$ cat src/rtl/evr_v1_tod_pkg.sv
// Shared constants and types for the EVR time-of-day transmitter.
// Latency: n/a (package only).
// Backpressure: n/a (package only).
package evr_v1_tod_pkg;

  localparam int SECONDS_W = 32;
  localparam int BIT_CNT_W = 6;
  localparam int GAP_CNT_W = 8;

  // Event codes understood by the receiver's time-of-day decoder
  localparam logic [7:0] EVT_NULL  = 8'h00;
  localparam logic [7:0] TOD_ZERO  = 8'h70;
  localparam logic [7:0] TOD_ONE   = 8'h71;
  localparam logic [7:0] TOD_LATCH = 8'h7D;

  // Index of the final bit of a seconds word
  localparam logic [BIT_CNT_W-1:0] LAST_BIT = 6'd31;

  typedef enum logic [1:0] {
    ST_IDLE = 2'd0,
    ST_SEND = 2'd1,
    ST_GAP  = 2'd2
  } tod_state_e;

  // Map one seconds bit onto its event code
  function automatic logic [7:0] tod_code(input logic b);
    return b ? TOD_ONE : TOD_ZERO;
  endfunction

endpackage

$ cat src/rtl/evr_v1_tod_shifter.sv
// Seconds shift register, bit counter and inter-bit gap counter.
// Latency: registered; load/advance take effect on the next clock edge.
// Backpressure: none; the owning FSM decides when to advance or count the gap.
//
// Ports:
//   clk, rst        event clock, synchronous active-high reset
//   load, load_val  restart a sequence with a new seconds word (wins over advance)
//   advance         current bit was emitted: shift left, count it, rearm the gap
//   gap_dec         one gap cycle elapsed
//   tod_bit         bit to emit next (MSB of the shift register)
//   done            the bit presented now is the last of the word
//   gap_last        the current gap cycle is the final one
module evr_v1_tod_shifter
  import evr_v1_tod_pkg::*;
#(
  parameter int unsigned BIT_GAP = 2
) (
  input  logic                 clk,
  input  logic                 rst,
  input  logic                 load,
  input  logic [SECONDS_W-1:0] load_val,
  input  logic                 advance,
  input  logic                 gap_dec,
  output logic                 tod_bit,
  output logic                 done,
  output logic                 gap_last
);

  localparam logic [GAP_CNT_W-1:0] GAP_INIT = GAP_CNT_W'(BIT_GAP);

  logic [SECONDS_W-1:0] shift_q,   shift_d;
  logic [BIT_CNT_W-1:0] bit_cnt_q, bit_cnt_d;
  logic [GAP_CNT_W-1:0] gap_cnt_q, gap_cnt_d;

  always_comb begin
    shift_d   = shift_q;
    bit_cnt_d = bit_cnt_q;
    gap_cnt_d = gap_cnt_q;
    if (load) begin
      shift_d   = load_val;
      bit_cnt_d = '0;
    end else if (advance) begin
      shift_d   = {shift_q[SECONDS_W-2:0], 1'b0};
      bit_cnt_d = bit_cnt_q + 1'b1;
      gap_cnt_d = GAP_INIT;
    end else if (gap_dec && (gap_cnt_q != '0)) begin
      gap_cnt_d = gap_cnt_q - 1'b1;
    end
  end

  always_ff @(posedge clk) begin
    if (rst) begin
      shift_q   <= '0;
      bit_cnt_q <= '0;
      gap_cnt_q <= '0;
    end else begin
      shift_q   <= shift_d;
      bit_cnt_q <= bit_cnt_d;
      gap_cnt_q <= gap_cnt_d;
    end
  end

  assign tod_bit  = shift_q[SECONDS_W-1];
  assign done     = (bit_cnt_q == LAST_BIT);
  // A count of 0 can only be seen defensively; treat it as "gap over" too
  assign gap_last = (gap_cnt_q <= GAP_CNT_W'(1));

endmodule

$ cat src/rtl/evr_v1_time_of_day_transmitter.sv
// Merges the 0x7D latch and 32 serialized seconds bits (0x70/0x71) into idle event slots.
// Latency: EventOut registered, one cycle after its input; first bit two cycles after Pps.
// Backpressure: upstream events always win over pending bits; a bit simply waits, never drops.
//
// Ports:
//   Clock, Reset          event clock, synchronous active-high reset
//   Pps                   one-cycle pulse-per-second tick
//   SecondsIn/SecondsLoad software seconds value and its load strobe
//   EventIn               upstream event code, 0x00 = idle slot
//   EventOut              merged event stream (registered)
//   Busy                  a bit sequence is in progress
//   TruncErr              sticky: tick arrived before the previous word finished
//   DropCount             saturating count of upstream events overwritten by 0x7D
// Build option: EVR_TOD_AUTOINC_EN makes NextSeconds advance by one on every
// tick that does not coincide with a software load.
module evr_v1_time_of_day_transmitter
  import evr_v1_tod_pkg::*;
#(
  parameter int unsigned BIT_GAP = 2
) (
  input  logic                 Clock,
  input  logic                 Reset,
  input  logic                 Pps,
  input  logic [SECONDS_W-1:0] SecondsIn,
  input  logic                 SecondsLoad,
  input  logic [7:0]           EventIn,
  output logic [7:0]           EventOut,
  output logic                 Busy,
  output logic                 TruncErr,
  output logic [15:0]          DropCount
);

  tod_state_e           state_q,     state_d;
  logic [7:0]           event_out_q, event_out_d;
  logic                 trunc_err_q, trunc_err_d;
  logic [15:0]          drop_cnt_q,  drop_cnt_d;
  logic [SECONDS_W-1:0] next_sec_q,  next_sec_d;

  logic sh_load, sh_advance, sh_gap_dec;
  logic sh_bit, sh_done, sh_gap_last;

  evr_v1_tod_shifter #(
    .BIT_GAP (BIT_GAP)
  ) u_shifter (
    .clk      (Clock),
    .rst      (Reset),
    .load     (sh_load),
    .load_val (next_sec_q),
    .advance  (sh_advance),
    .gap_dec  (sh_gap_dec),
    .tod_bit  (sh_bit),
    .done     (sh_done),
    .gap_last (sh_gap_last)
  );

  // FSM and output-slot arbitration: tick > upstream event > pending bit > idle
  always_comb begin
    state_d     = state_q;
    event_out_d = EVT_NULL;
    trunc_err_d = trunc_err_q;
    drop_cnt_d  = drop_cnt_q;
    sh_load     = 1'b0;
    sh_advance  = 1'b0;
    sh_gap_dec  = 1'b0;

    if (Pps) begin
      event_out_d = TOD_LATCH;
      sh_load     = 1'b1;
      state_d     = ST_SEND;
      if (state_q != ST_IDLE) begin
        trunc_err_d = 1'b1;
      end
      if ((EventIn != EVT_NULL) && (drop_cnt_q != 16'hFFFF)) begin
        drop_cnt_d = drop_cnt_q + 16'd1;
      end
    end else begin
      if (EventIn != EVT_NULL) begin
        event_out_d = EventIn;
      end
      case (state_q)
        ST_SEND: begin
          if (EventIn == EVT_NULL) begin
            event_out_d = tod_code(sh_bit);
            sh_advance  = 1'b1;
            if (sh_done) begin
              state_d = ST_IDLE;
            end else if (BIT_GAP > 0) begin
              state_d = ST_GAP;
            end
          end
        end
        ST_GAP: begin
          // The gap runs on wall-clock cycles, so passing upstream traffic eats into it
          sh_gap_dec = 1'b1;
          if (sh_gap_last) begin
            state_d = ST_SEND;
          end
        end
        default: begin
        end
      endcase
    end
  end

  // A same-cycle load wins; the tick still shifts the old value via load_val
  always_comb begin
    next_sec_d = next_sec_q;
    if (SecondsLoad) begin
      next_sec_d = SecondsIn;
    end
`ifdef EVR_TOD_AUTOINC_EN
    else if (Pps) begin
      next_sec_d = next_sec_q + 1'b1;
    end
`endif
  end

  always_ff @(posedge Clock) begin
    if (Reset) begin
      state_q     <= ST_IDLE;
      event_out_q <= EVT_NULL;
      trunc_err_q <= 1'b0;
      drop_cnt_q  <= '0;
      next_sec_q  <= '0;
    end else begin
      state_q     <= state_d;
      event_out_q <= event_out_d;
      trunc_err_q <= trunc_err_d;
      drop_cnt_q  <= drop_cnt_d;
      next_sec_q  <= next_sec_d;
    end
  end

  assign EventOut  = event_out_q;
  assign Busy      = (state_q != ST_IDLE);
  assign TruncErr  = trunc_err_q;
  assign DropCount = drop_cnt_q;

endmodule
$ cat config.mk
export PLATFORM = sky130hd
export DESIGN_NAME = evr_v1_time_of_day_transmitter
export DESIGN_NICKNAME = d
export VERILOG_FILES = /design/src/rtl/evr_v1_tod_pkg.sv /design/src/rtl/evr_v1_tod_shifter.sv /design/src/rtl/evr_v1_time_of_day_transmitter.sv
export SDC_FILE = /design/constraint.sdc
export NUM_CORES = 1
export LEC_CHECK = 0
export BUFFER_PORTS_ARGS = -buffer_cell sky130_fd_sc_hd__buf_2
export CAP_MARGIN = 25
export CORE_UTILIZATION = 60
export CTS_CLUSTER_SIZE = 25
export DETAILED_ROUTE_END_ITERATION = 8
export PLACE_DENSITY_LB_ADDON = 0.1
export SYNTH_ARGS = -nofsm -noshare
export SYNTH_HDL_FRONTEND = slang
export SYNTH_HIERARCHICAL = 1
export SYNTH_SLANG_ARGS = --single-unit
$ cat constraint.sdc
create_clock -name Clock -period 5.7 [get_ports Clock]
set_clock_uncertainty 0.05 [all_clocks]
set_input_delay 0.57 -clock Clock [delete_from_list [all_inputs] [get_ports Clock]]
set_output_delay 0.57 -clock Clock [all_outputs]
set_load 0.01 [all_outputs]
# Word level (Yosys, flattened, before mapping)
# Index checks and enable logic that the tools add are counted.
[totals]
in_bits = 44
regBits = 105
elab_cells = 60
n_memories = 0
mem_bits_ro = 0
out_inout_bits = 26
latchBits = 0
ramBits = 0
[classes]
mux = 20
n_mul = 0
addsub = 3
order_cmp = 1
reduce_logical = 17
bitwise_logic = 1
n_div = 0
n_shift = 0
n_eq_ne = 8
[op_table]
columns = ["op", "n"]
rows = [
  ["$mux 32", 2],
  ["$mux 8", 5],
  ["$add 16x1->16 const B", 1],
  ["$ne 16x16->1 const B", 1],
  ["$reduce_bool 8->1", 2],
  ["$le 8x1->1 const B", 1],
  ["$logic_not 8->1", 1],
  ["$mux 1", 8],
  ["$reduce_bool 2->1", 4],
  ["$sub 8x1->8 const B", 1],
  ["$mux 7", 1],
  ["$add 6x1->6 const B", 1],
  ["$eq 6x5->1 const B", 1],
  ["$mux 2", 3],
  ["$ne 3x3->1 const B", 2],
  ["$reduce_and 2->1", 3],
  ["$reduce_and 3->1", 2],
  ["$ne 2x2->1 const B", 2],
  ["$pmux 2 s2", 1],
  ["$reduce_or 2->1", 2],
  ["$reduce_bool 3->1", 1],
  ["$eq 2x1->1 const B", 1],
  ["$eq 2x2->1 const B", 1],
  ["$logic_and 1x1->1", 2],
  ["$not 1->1", 1],
]

# Longest topological paths before layout
# Gate-level depths: netlist of run 1.
[logic_depth]
ltp_word = 6
depth_mapped = 9
ltp_nobuf = 7

# Cells and area by module
# The synthesis of run 1 kept the hierarchy.
[modules_own_cells]
columns = ["module", "seq_area_each_um2", "n_inst", "area_each_um2", "cells_each"]
rows = [
  ["evr_v1_time_of_day_transmitter", 1181.1, 1, 2326.0, 244],
  ["evr_v1_tod_shifter", 920.9, 1, 2162.1, 256],
]

# Worst setup path after synthesis of run 1
# Ideal clock, no wire load.
[synth_path]
path_type = "input to register"
from = "in EventIn[0]"
to = "reg u_shifter.shift_q[25]"
arrival_time_ns = 2.502
setup_time_ns = 0.128
t_required_ns = 5.522
slack_ns = 3.021
path_buffers = 2
cell_stages = 9
path_cell_list = "nor4_1 nand4b_1 nor2_1 buf_1 buf_2 mux2i_1 nor2_1 a21oi_1 nor2_1"
[synth_between]
elab_chain_cells = 5
[synth_lines]
columns = ["element", "line_no", "rtl"]
rows = [
  ["from (decl)", "evr_v1_time_of_day_transmitter.sv:26", "input logic [7:0] EventIn,"],
  ["$logic_not 8->1", "evr_v1_time_of_day_transmitter.sv:82", "if (EventIn == EVT_NULL) begin"],
  ["$mux 1", "evr_v1_time_of_day_transmitter.sv:82", ""],
  ["$mux 1", "evr_v1_time_of_day_transmitter.sv:80", "case (state_q)"],
  ["$mux 1", "evr_v1_time_of_day_transmitter.sv:66", "if (Pps) begin"],
  ["named net sh_advance", "evr_v1_time_of_day_transmitter.sv:39", "logic sh_load, sh_advance, sh_gap_dec;"],
  ["$reduce_bool 2->1 (no line)", "-", ""],
  ["to (signal assigned)", "evr_v1_tod_shifter.sv:57", "shift_q <= shift_d;"],
  ["to (decl)", "evr_v1_tod_shifter.sv:31", "logic [SECONDS_W-1:0] shift_q, shift_d;"],
]
# The timed path passes the listed nets, and every way through them passes these cells.
# A chain may end at the register's enable or synchronous reset.

# Worst setup path after layout of run 1
[layout_path]
from = "in EventIn[0]"
to = "reg u_shifter.gap_cnt_q[4]"
[layout_between]
elab_chain_cells = 6
word_cells_on_any_way = 7
cone_classes = "mux: 4; reduce/logical: 3"
[layout_lines]
columns = ["element", "line_no", "rtl"]
rows = [
  ["$logic_not 8->1 *", "evr_v1_time_of_day_transmitter.sv:82", ""],
  ["$mux 1 *", "evr_v1_time_of_day_transmitter.sv:82", ""],
  ["$mux 1 *", "evr_v1_time_of_day_transmitter.sv:80", ""],
  ["$mux 1 *", "evr_v1_time_of_day_transmitter.sv:66", ""],
  ["named net sh_advance", "evr_v1_time_of_day_transmitter.sv:39", ""],
  ["$reduce_bool 2->1 (no line)", "-", ""],
  ["$reduce_and 2->1 (no line)", "-", ""],
  ["to (signal assigned)", "evr_v1_tod_shifter.sv:59", "gap_cnt_q <= gap_cnt_d;"],
  ["to (decl)", "evr_v1_tod_shifter.sv:33", "logic [GAP_CNT_W-1:0] gap_cnt_q, gap_cnt_d;"],
]
# The timed path passes the listed nets; every way through them passes the cells marked *.

==> results.sh, run 1 <==
export IMPL_status="completed"
export IMPL_post_cts_resized=0
export IMPL_die_x_microns=88.49
export IMPL_final_area_sq_um=5056
export IMPL_p_leak_nw=2.097
export IMPL_remaining_drc_errors=0
export IMPL_cts_sink_count=105
export IMPL_cp_start_kind="primary input"
export IMPL_worstPathArrival_ps=3280
export IMPL_vias=3489
export IMPL_worst_path_max_delay_cell="or4_2"
export IMPL_antenna_found_initial=0
export IMPL_clkLatencyLatePin_ps=360
export IMPL_tritoncts="done"
export IMPL_cts_hold_buf=0
export IMPL_dieArea_sq_um=7830
export IMPL_syn_inst=500
export IMPL_post_drt_via_cell_ratio=5.319
export IMPL_synth_top_area_share_pct=46.84
export IMPL_rows=31
export IMPL_start_util_pct=61.88
export IMPL_power_density_nw_per_um2=264.8
export IMPL_dr_pass1_iters=5
export IMPL_slew_viol_final=0
export IMPL_fin_util_pct=69.71
export IMPL_wl_microns=8020
export IMPL_nNetsFinal=601
export IMPL_synth_cell_types=44
export IMPL_place_inst=640
export IMPL_r2r_start="state_q[1]$_SDFFE_PP0P_"
export IMPL_worstSetupStartpoint="EventIn[0]"
export IMPL_max_freq_mhz=329.1
export IMPL_worst_pin_slew_ps=959.8
export IMPL_crit_type="in -> reg"
export IMPL_grt_use_total_pct=22.04
export IMPL_tns_ps=0
export IMPL_synth_top_area_cell="dfxtp_1"
export IMPL_syn_nets=549
export IMPL_maxCapViolCount=0
export IMPL_cts_htree_levels=3
export IMPL_async_flop_share_pct=0
export IMPL_gp_congestion=0.7541
export IMPL_min_path_type="in -> reg"
export IMPL_final_fill_count=593
export IMPL_period_minus_slack_ps=3039
export IMPL_max_stage_delay_ps=560
export IMPL_yosys_warnings=6
export IMPL_worst_hold_slack_ps=393.1
export IMPL_portBuffers=69
export IMPL_netlist_top_cells_count="124 x nor2_1, 105 x dfxtp_1, 66 x mux2i_1"
export IMPL_synth_seq_area_share_pct=46.84
export IMPL_slew_headroom_pct=36.01
export IMPL_final_hold_violation_count=0
export IMPL_crit_chain="buf_2 -> nor4_1 -> nand4b_1 -> nor2_4 -> buf_4 -> or4b_2 -> o211ai_1 -> or4_2 -> a21oi_1"
export IMPL_postCtsSetupRepairBufs=0
export IMPL_multi_input_area_sq_um=2217
export IMPL_wl_per_cell_microns=12.23
export IMPL_place_area_sq_um=4852
export IMPL_synthMostInstantiatedCell="nor2_1"
export IMPL_synthTopCellsByArea="dfxtp_1 47%, mux2i_1 15%, nor2_1 10%"
export IMPL_worstPathRequired_ps=5940
export IMPL_syn_to_final_growth_pct=12.66
export IMPL_setup_violations=0
export IMPL_worst_path_buf_inv=2
export IMPL_syn_avg_cell_area_sq_um=8.976
export IMPL_dr_first_iter_drc_count=139
export IMPL_grt_max_degree=97
export IMPL_fin_crit_sh_pct=53.31
export IMPL_cts_root_buf="clkbuf_8"
export IMPL_drive_gt1_share_pct=18.49
export IMPL_dp_hpwl_microns=5216
export IMPL_cts_buffers=9
export IMPL_io_pins=70
export IMPL_regArea_sq_um=2102
export IMPL_die_h_microns=88.49
export IMPL_grt_overflow_total=0
export IMPL_path_clk_slew_ps=100
export IMPL_worstHoldStart="SecondsIn[0]"
export IMPL_worst_path_max_fanout=41
export IMPL_synth_area_sq_um=4488
export IMPL_drtAntennaViolNets=0
export IMPL_ys_ff_latch=105
export IMPL_ctsLongestPathBuffers=2
export IMPL_grt_pass1_wl_microns=13670
export IMPL_endpoint_kind="register"
export IMPL_first_global_vias=3227
export IMPL_antenna_cells=0
export IMPL_instances_no_fill=656
export IMPL_ir_drop_mv=0.1736
export IMPL_core_area_sq_um=7253
export IMPL_synth_edf_count=0
export IMPL_rsz0062_at_grt="false"
export IMPL_synth_main_ff_cell="dfxtp_1"
export IMPL_cp_top_family="simple AND/OR/NAND/NOR gates"
per-stage QoR:
step           setup slack (ps)  total power, mW
2_1_floorplan              3021           0.8587
3_3_place_gp               2456           0.8898
3_5_place_dp               2290           0.8935
4_1_cts                    2672            1.356
5_1_grt                    2507            1.404
6_report                   2661            1.339
cells in the final DEF, fill, tap and decap left out, types with 2 or more instances in the layout:
master,n
nor2_1,123
dfxtp_1,105
buf_2,69
mux2i_1,66
a21oi_1,50
inv_1,11
nand2_1,11
xor2_1,10
clkbuf_8,10
o21ai_0,8
nor4_1,7
or3_1,7
nand4_1,6
nand3_1,6
ha_1,5
or2_2,4
and3_1,4
or4_1,4
nor3b_1,3
nor2b_1,3
o31ai_1,3
o211ai_1,3
o2111ai_1,3
xnor2_1,3
buf_4,3
or3_2,3
nor3_1,2
a21o_1,2
clkinvlp_4,2
inv_6,2
or4_2,2
area by class of cell:
class	count	share of cell area, %
sequential	105	41.57
multi-input combinational	353	43.85
inverter	11	0.8166
clock buffer	11	2.796
timing repair buffer	72	7.275
clock inverter	5	1.237
tap	99	2.450
kinds of logic after synthesis:
logic type      after synthesis  share of synthesized area (%)
simple gates                190                          19.32
mux                          67                          14.97
xor+xnor                     13                          2.537
buf+inv                      42                          3.931
fa+ha+maj                     5                          1.394
compound gates               78                          11.01
flops                       105                          46.84
where the power goes:
group,internal (mW),switching (mW)
registers,0.760,0.0154
clock network,0.219,0.245
logic,0.0440,0.0560
total,1.02,0.316
state kept, by name, summed over array words and instances (netlist names):
register and cells:
TruncErr 1, u_shifter/shift_q 32, next_sec_q 32, u_shifter/bit_cnt_q 6, state_q 2, u_shifter/gap_cnt_q 8, EventOut 8, DropCount 16
worst paths after layout:
check	slack (ps)	endpoint	depth (start not counted)
max	2660	u_shifter/gap_cnt_q[4]$_SDFFE_PP0P_	9
max reg2reg	3080	u_shifter/gap_cnt_q[3]$_SDFFE_PP0P_	7
min	390	next_sec_q[0]$_SDFFE_PP0P_	3
min reg2reg	450	TruncErr$_SDFFE_PP0P_	2
worst register-to-register path, stage by stage (launching register included):
cell and delay, ps:
dfxtp_1 390, nand4b_1 250, nor2_4 40, buf_4 320, or4b_2 790, o2111ai_1 420
or3_2 200, a21oi_1 50
metal layers:
metal,track usage (%),wire [microns]
met4,6.598,41
met3,4.757,245
met5,0,0
met2,38.60,3937
met1,27.18,3795
Power figures use the tool's default switching activity.
==> run 2, diff against run 1 <==
--- a/config.mk
+++ b/config.mk
@@ -7,7 +7,7 @@
 export LEC_CHECK = 0
 export BUFFER_PORTS_ARGS = -buffer_cell sky130_fd_sc_hd__buf_2
 export CAP_MARGIN = 25
-export CORE_UTILIZATION = 60
+export CORE_UTILIZATION = 51
 export CTS_CLUSTER_SIZE = 25
 export DETAILED_ROUTE_END_ITERATION = 8
 export PLACE_DENSITY_LB_ADDON = 0.1
==> constraint.sdc (replaced) <==
create_clock -name Clock -period 2.5 [get_ports Clock]
set_clock_uncertainty 0.05 [all_clocks]
set_input_delay 0.25 -clock Clock [delete_from_list [all_inputs] [get_ports Clock]]
set_output_delay 0.25 -clock Clock [all_outputs]
set_load 0.01 [all_outputs]
==> results.sh, run 2 (synthesis gave the netlist of run 1 again) <==
export IMPL_cts_hold_buf=0
export IMPL_path_depth=6
export IMPL_r2r_end="DropCount[11]$_SDFFE_PP0P_"
export IMPL_tritoncts="done"
export IMPL_place_inst=653
export IMPL_min_path_type="in -> reg"
export IMPL_p_leak_nw=2.121
export IMPL_worstSetupStartpoint="DropCount[0]$_SDFFE_PP0P_"
export IMPL_cts_buffers=9
export IMPL_cp_top_family="simple AND/OR/NAND/NOR gates"
export IMPL_instances_no_fill=669
export IMPL_drive_gt1_share_pct=19.68
export IMPL_grt_overflow_total=0
export IMPL_dp_hpwl_microns=5637
export IMPL_worst_path_max_delay_cell="or4_1"
export IMPL_slew_viol_final=0
export IMPL_cts_root_buf="clkbuf_8"
export IMPL_portBuffers=69
export IMPL_rsz0062_at_grt="false"
export IMPL_rrSetupSlack_ps=230
export IMPL_die_h_microns=95.81
export IMPL_dieArea_sq_um=9180
export IMPL_syn_to_final_growth_pct=13.88
export IMPL_wl_microns=8265
export IMPL_layout_common_cells="123 x nor2_1, 105 x dfxtp_1, 69 x buf_2"
export IMPL_fin_crit_sh_pct=90.98
export IMPL_grt_use_total_pct=19.26
export IMPL_worst_path_buf_inv=0
export IMPL_antenna_cells=0
export IMPL_worst_path_max_fanout=6
export IMPL_worstPathArrival_ps=2470
export IMPL_ir_drop_mv=0.4545
export IMPL_reg2regPathDepth=6
export IMPL_crit_end="DropCount[11]$_SDFFE_PP0P_"
export IMPL_crit_type="reg -> reg"
export IMPL_nNetsFinal=608
export IMPL_gp_congestion=0.8148
export IMPL_first_global_vias=3173
export IMPL_status="completed"
export IMPL_max_stage_delay_ps=650
export IMPL_remaining_drc_errors=0
export IMPL_start_util_pct=53.55
export IMPL_place_area_sq_um=4925
export IMPL_cp_start_kind="register"
export IMPL_power_mw=2.991
export IMPL_io_pins=70
export IMPL_worst_hold_slack_ps=57.08
export IMPL_cts_htree_levels=3
export IMPL_antenna_found_initial=0
export IMPL_worst_pin_slew_ps=540.9
export IMPL_dr_first_iter_drc_count=129
export IMPL_grt_max_degree=57
export IMPL_die_x_microns=95.81
export IMPL_post_drt_via_cell_ratio=5.265
export IMPL_drtAntennaViolNets=0
export IMPL_rows=33
export IMPL_endpoint_kind="register"
export IMPL_dr_pass1_iters=6
export IMPL_period_minus_slack_ps=2274
export IMPL_tns_ps=0
export IMPL_wl_per_cell_microns=12.35
export IMPL_final_common_cell="nor2_1"
export IMPL_worstPathRequired_ps=2700
export IMPL_grt_pass1_wl_microns=13990
export IMPL_core_area_sq_um=8382
export IMPL_ctsLongestPathBuffers=2
export IMPL_postCtsSetupRepairBufs=0
export IMPL_path_clk_slew_ps=110
export IMPL_final_hold_violation_count=0
export IMPL_crit_chain="ha_1 -> nand2_1 -> or4_1 -> o21ai_4 -> nor4_1 -> mux2_1"
export IMPL_cts_sink_count=105
export IMPL_r2r_start="DropCount[0]$_SDFFE_PP0P_"
export IMPL_clkLatencyLatePin_ps=360
export IMPL_power_density_nw_per_um2=585.2
export IMPL_vias=3522
export IMPL_slew_headroom_pct=63.94
export IMPL_max_freq_mhz=439.7
export IMPL_setup_violations=0
export IMPL_maxCapViolCount=0
export IMPL_final_area_sq_um=5111
export IMPL_post_cts_resized=0
## run 2: metrics by stage
step                util (%)  setup slack (ps)
finish                 60.98             225.6
detailed placement     58.76             113.5
floorplan                  -             140.6
global route           60.98             66.85
global placement       58.76             209.9
CTS                    60.98             233.7
## run 2: worst min path at each step
stage                          startpoint                           endpoint  slack (ps)  cells after the start
2_1_floorplan                  EventIn[2]             EventOut[2]$_SDFF_PP0_         320                      2
3_3_place_gp        TruncErr$_SDFFE_PP0P_              TruncErr$_SDFFE_PP0P_         400                      2
3_5_place_dp   next_sec_q[0]$_SDFFE_PP0P_  u_shifter/shift_q[0]$_SDFFE_PP0P_         430                      2
4_1_cts                     SecondsIn[21]        next_sec_q[21]$_SDFFE_PP0P_          50                      3
5_1_grt                     SecondsIn[22]        next_sec_q[22]$_SDFFE_PP0P_          40                      3
6_report                       EventIn[2]             EventOut[2]$_SDFF_PP0_          60                      3
## run 2: layer usage
metal  share of wire, %  routed length, microns  global-route usage (%)
met1                 49                    4054                   24.14
met3                4.5                     375                   5.608
met5                  0                       0                       0
met2                 46                    3773                   32.80
met4               0.75                      62                   4.104
## run 2: report_power, final
group          leakage [nW]  switching, mW  internal, mW  total (mW)
clock                0.0859          0.608         0.381       0.989
sequential            0.858         0.0347          1.73        1.77
combinational          1.18          0.130         0.104       0.234
## run 2: layout make-up
type	instances	area, sq um
inverter	11	41.29
tap	105	131.4
fill	742	3271
clock inverter	7	62.56
sequential	105	2102
timing repair buffer	79	432.9
clock buffer	9	123.9
multi-input combinational	353	2217
## run 2: worst min-delay path, cell delays in order
cell    delay, ps
buf_2          90
nor2_1         40
nor2_1         60
==> run 3, diff against run 2 <==
--- a/config.mk
+++ b/config.mk
@@ -10,7 +10,7 @@
 export CORE_UTILIZATION = 51
 export CTS_CLUSTER_SIZE = 25
 export DETAILED_ROUTE_END_ITERATION = 8
-export PLACE_DENSITY_LB_ADDON = 0.1
+export PLACE_DENSITY = 0.77
 export SYNTH_ARGS = -nofsm -noshare
 export SYNTH_HDL_FRONTEND = slang
 export SYNTH_HIERARCHICAL = 1
==> results.sh, run 3 (synthesis gave the netlist of run 1 again) <==
export IMPL_power_switching_mw=0.7712
export IMPL_layout_common_cells="123 x nor2_1, 105 x dfxtp_1, 69 x buf_2"
export IMPL_nNetsFinal=608
export IMPL_combPwrFrac_pct=8.1
export IMPL_endpoint_kind="register"
export IMPL_p_clk_share_pct=33.0
export IMPL_remaining_drc_errors=0
export IMPL_drive_gt1_share_pct=19.68
export IMPL_setup_violations=0
export IMPL_drtAntennaViolNets=0
export IMPL_tritoncts="done"
export IMPL_wl_per_cell_microns=12.28
export IMPL_cts_root_buf="clkbuf_8"
export IMPL_intPower_mw=2.225
export IMPL_worst_pin_slew_ps=664.2
export IMPL_tns_ps=0
export IMPL_grt_max_degree=43
export IMPL_gp_congestion=0.8270
export IMPL_portBuffers=69
export IMPL_worst_path_buf_inv=1
export IMPL_power_density_nw_per_um2=584.9
export IMPL_clkLatencyLatePin_ps=370
export IMPL_final_common_cell="nor2_1"
export IMPL_period_minus_slack_ps=2273
export IMPL_post_cts_resized=0
export IMPL_multi_input_area_sq_um=2217
export IMPL_syn_to_final_growth_pct=14.13
export IMPL_crit_chain="ha_1 -> nand2_1 -> or4_1 -> o21ai_4 -> buf_4 -> mux2i_1 -> nor2_1"
export IMPL_ctsLongestPathBuffers=2
export IMPL_final_fill_count=745
export IMPL_fin_util_pct=61.11
export IMPL_cts_buffers=9
export IMPL_cp_top_family="simple AND/OR/NAND/NOR gates"
export IMPL_io_pins=70
export IMPL_cts_htree_levels=3
export IMPL_grt_overflow_total=0
export IMPL_post_drt_via_cell_ratio=5.248
export IMPL_worstPathArrival_ps=2460
export IMPL_grt_use_total_pct=18.69
export IMPL_antenna_found_initial=0
export IMPL_path_clk_slew_ps=100
export IMPL_grt_pass1_wl_microns=13510
export IMPL_antenna_cells=0
export IMPL_crit_type="reg -> reg"
export IMPL_rsz0062_at_grt="false"
export IMPL_start_util_pct=53.55
export IMPL_regArea_sq_um=2102
export IMPL_cts_hold_buf=0
export IMPL_maxCapViolCount=0
export IMPL_p_leak_nw=2.135
export IMPL_max_stage_delay_ps=640
export IMPL_postCtsSetupRepairBufs=0
export IMPL_dp_hpwl_microns=5728
export IMPL_cp_start_kind="register"
export IMPL_first_global_vias=3169
export IMPL_power_frac_seq_pct=58.9
export IMPL_fin_crit_sh_pct=90.93
export IMPL_dieArea_sq_um=9180
export IMPL_p_sw_share_pct=25.74
export IMPL_worst_path_max_delay_cell="or4_1"
export IMPL_status="completed"
export IMPL_rows=33
export IMPL_vias=3511
export IMPL_ir_drop_mv=0.3808
export IMPL_cts_sink_count=105
export IMPL_core_area_sq_um=8382
export IMPL_slew_headroom_pct=55.72
export IMPL_max_freq_mhz=439.9
export IMPL_die_x_microns=95.81
export IMPL_dr_first_iter_drc_count=99
export IMPL_dr_pass1_iters=4
export IMPL_wl_microns=8213
export IMPL_worstPathRequired_ps=2690
export IMPL_slew_viol_final=0
export IMPL_final_hold_violation_count=0
export IMPL_die_h_microns=95.81
export IMPL_worst_path_max_fanout=8
export IMPL_min_path_type="in -> reg"
==> run 3: cell types whose count changed in the layout (fill, tap and decap cells not counted), sizes merged <==
cell,change
inv,+1
clkinvlp,-2
clkinv,+1
==> run 3: path summary, 6_finish.rpt <==
check | start | end | cells past startpoint | slack [ps]
worst max register to register | DropCount[1]$_SDFFE_PP0P_ | DropCount[1]$_SDFFE_PP0P_ | 7 | 230
worst max-delay path | DropCount[1]$_SDFFE_PP0P_ | DropCount[1]$_SDFFE_PP0P_ | 7 | 230
worst min register to register | TruncErr$_SDFFE_PP0P_ | TruncErr$_SDFFE_PP0P_ | 2 | 430
worst min-delay path | SecondsIn[18] | next_sec_q[18]$_SDFFE_PP0P_ | 3 | 60
==> run 3: layout make-up <==
class | count | share of cell area [%]
tap | 105 | 2.565
timing repair buffer | 79 | 8.696
clock buffer | 9 | 2.418
inverter | 11 | 0.8061
sequential | 105 | 41.04
clock inverter | 7 | 1.197
multi-input combinational | 353 | 43.28
==> run 3: per-stage QoR <==
| stage | instance area [sq um] | hold WS (ps) | power, mW | std cells | setup WS [ps] |
|---|---|---|---|---|---|
| after CTS | 5122 | 39.37 | 3.038 | 669 | 221.5 |
| final | 5122 | 58.43 | 2.996 | 669 | 226.8 |
| after global placement | 4937 | 398.0 | 2.038 | 653 | 174.4 |
| after global routing | 5122 | 42.04 | 3.138 | 669 | 95.95 |
| after floorplan | 4488 | 320.7 | 1.958 | 500 | 140.6 |
| after detailed placement | 4937 | 416.5 | 2.049 | 653 | 103.7 |
==> run 3: worst min-delay path: stages <==
cell	delay, ps
buf_2	70
mux2i_1	50
nor2_1	70
==> run 3: power by group through the flow <==
stage / clock network (mW) / logic, mW / registers (mW)
after global placement: 0 / 0.236 / 1.80
after floorplan: 0 / 0.155 / 1.80
after CTS: 1.03 / 0.244 / 1.77
final: 0.989 / 0.241 / 1.77
after global routing: 1.09 / 0.272 / 1.77
after detailed placement: 0 / 0.243 / 1.81
==> run 3: layer usage <==
metal	wire length, microns	GRT usage (%)	share of wire (%)	vias up
li1	-	-	-	1834
met4	80	4.975	0.97	0
met3	335	4.976	4.1	8
met5	0	0	0	-
met1	3903	22.69	48	1596
met2	3893	32.62	47	73
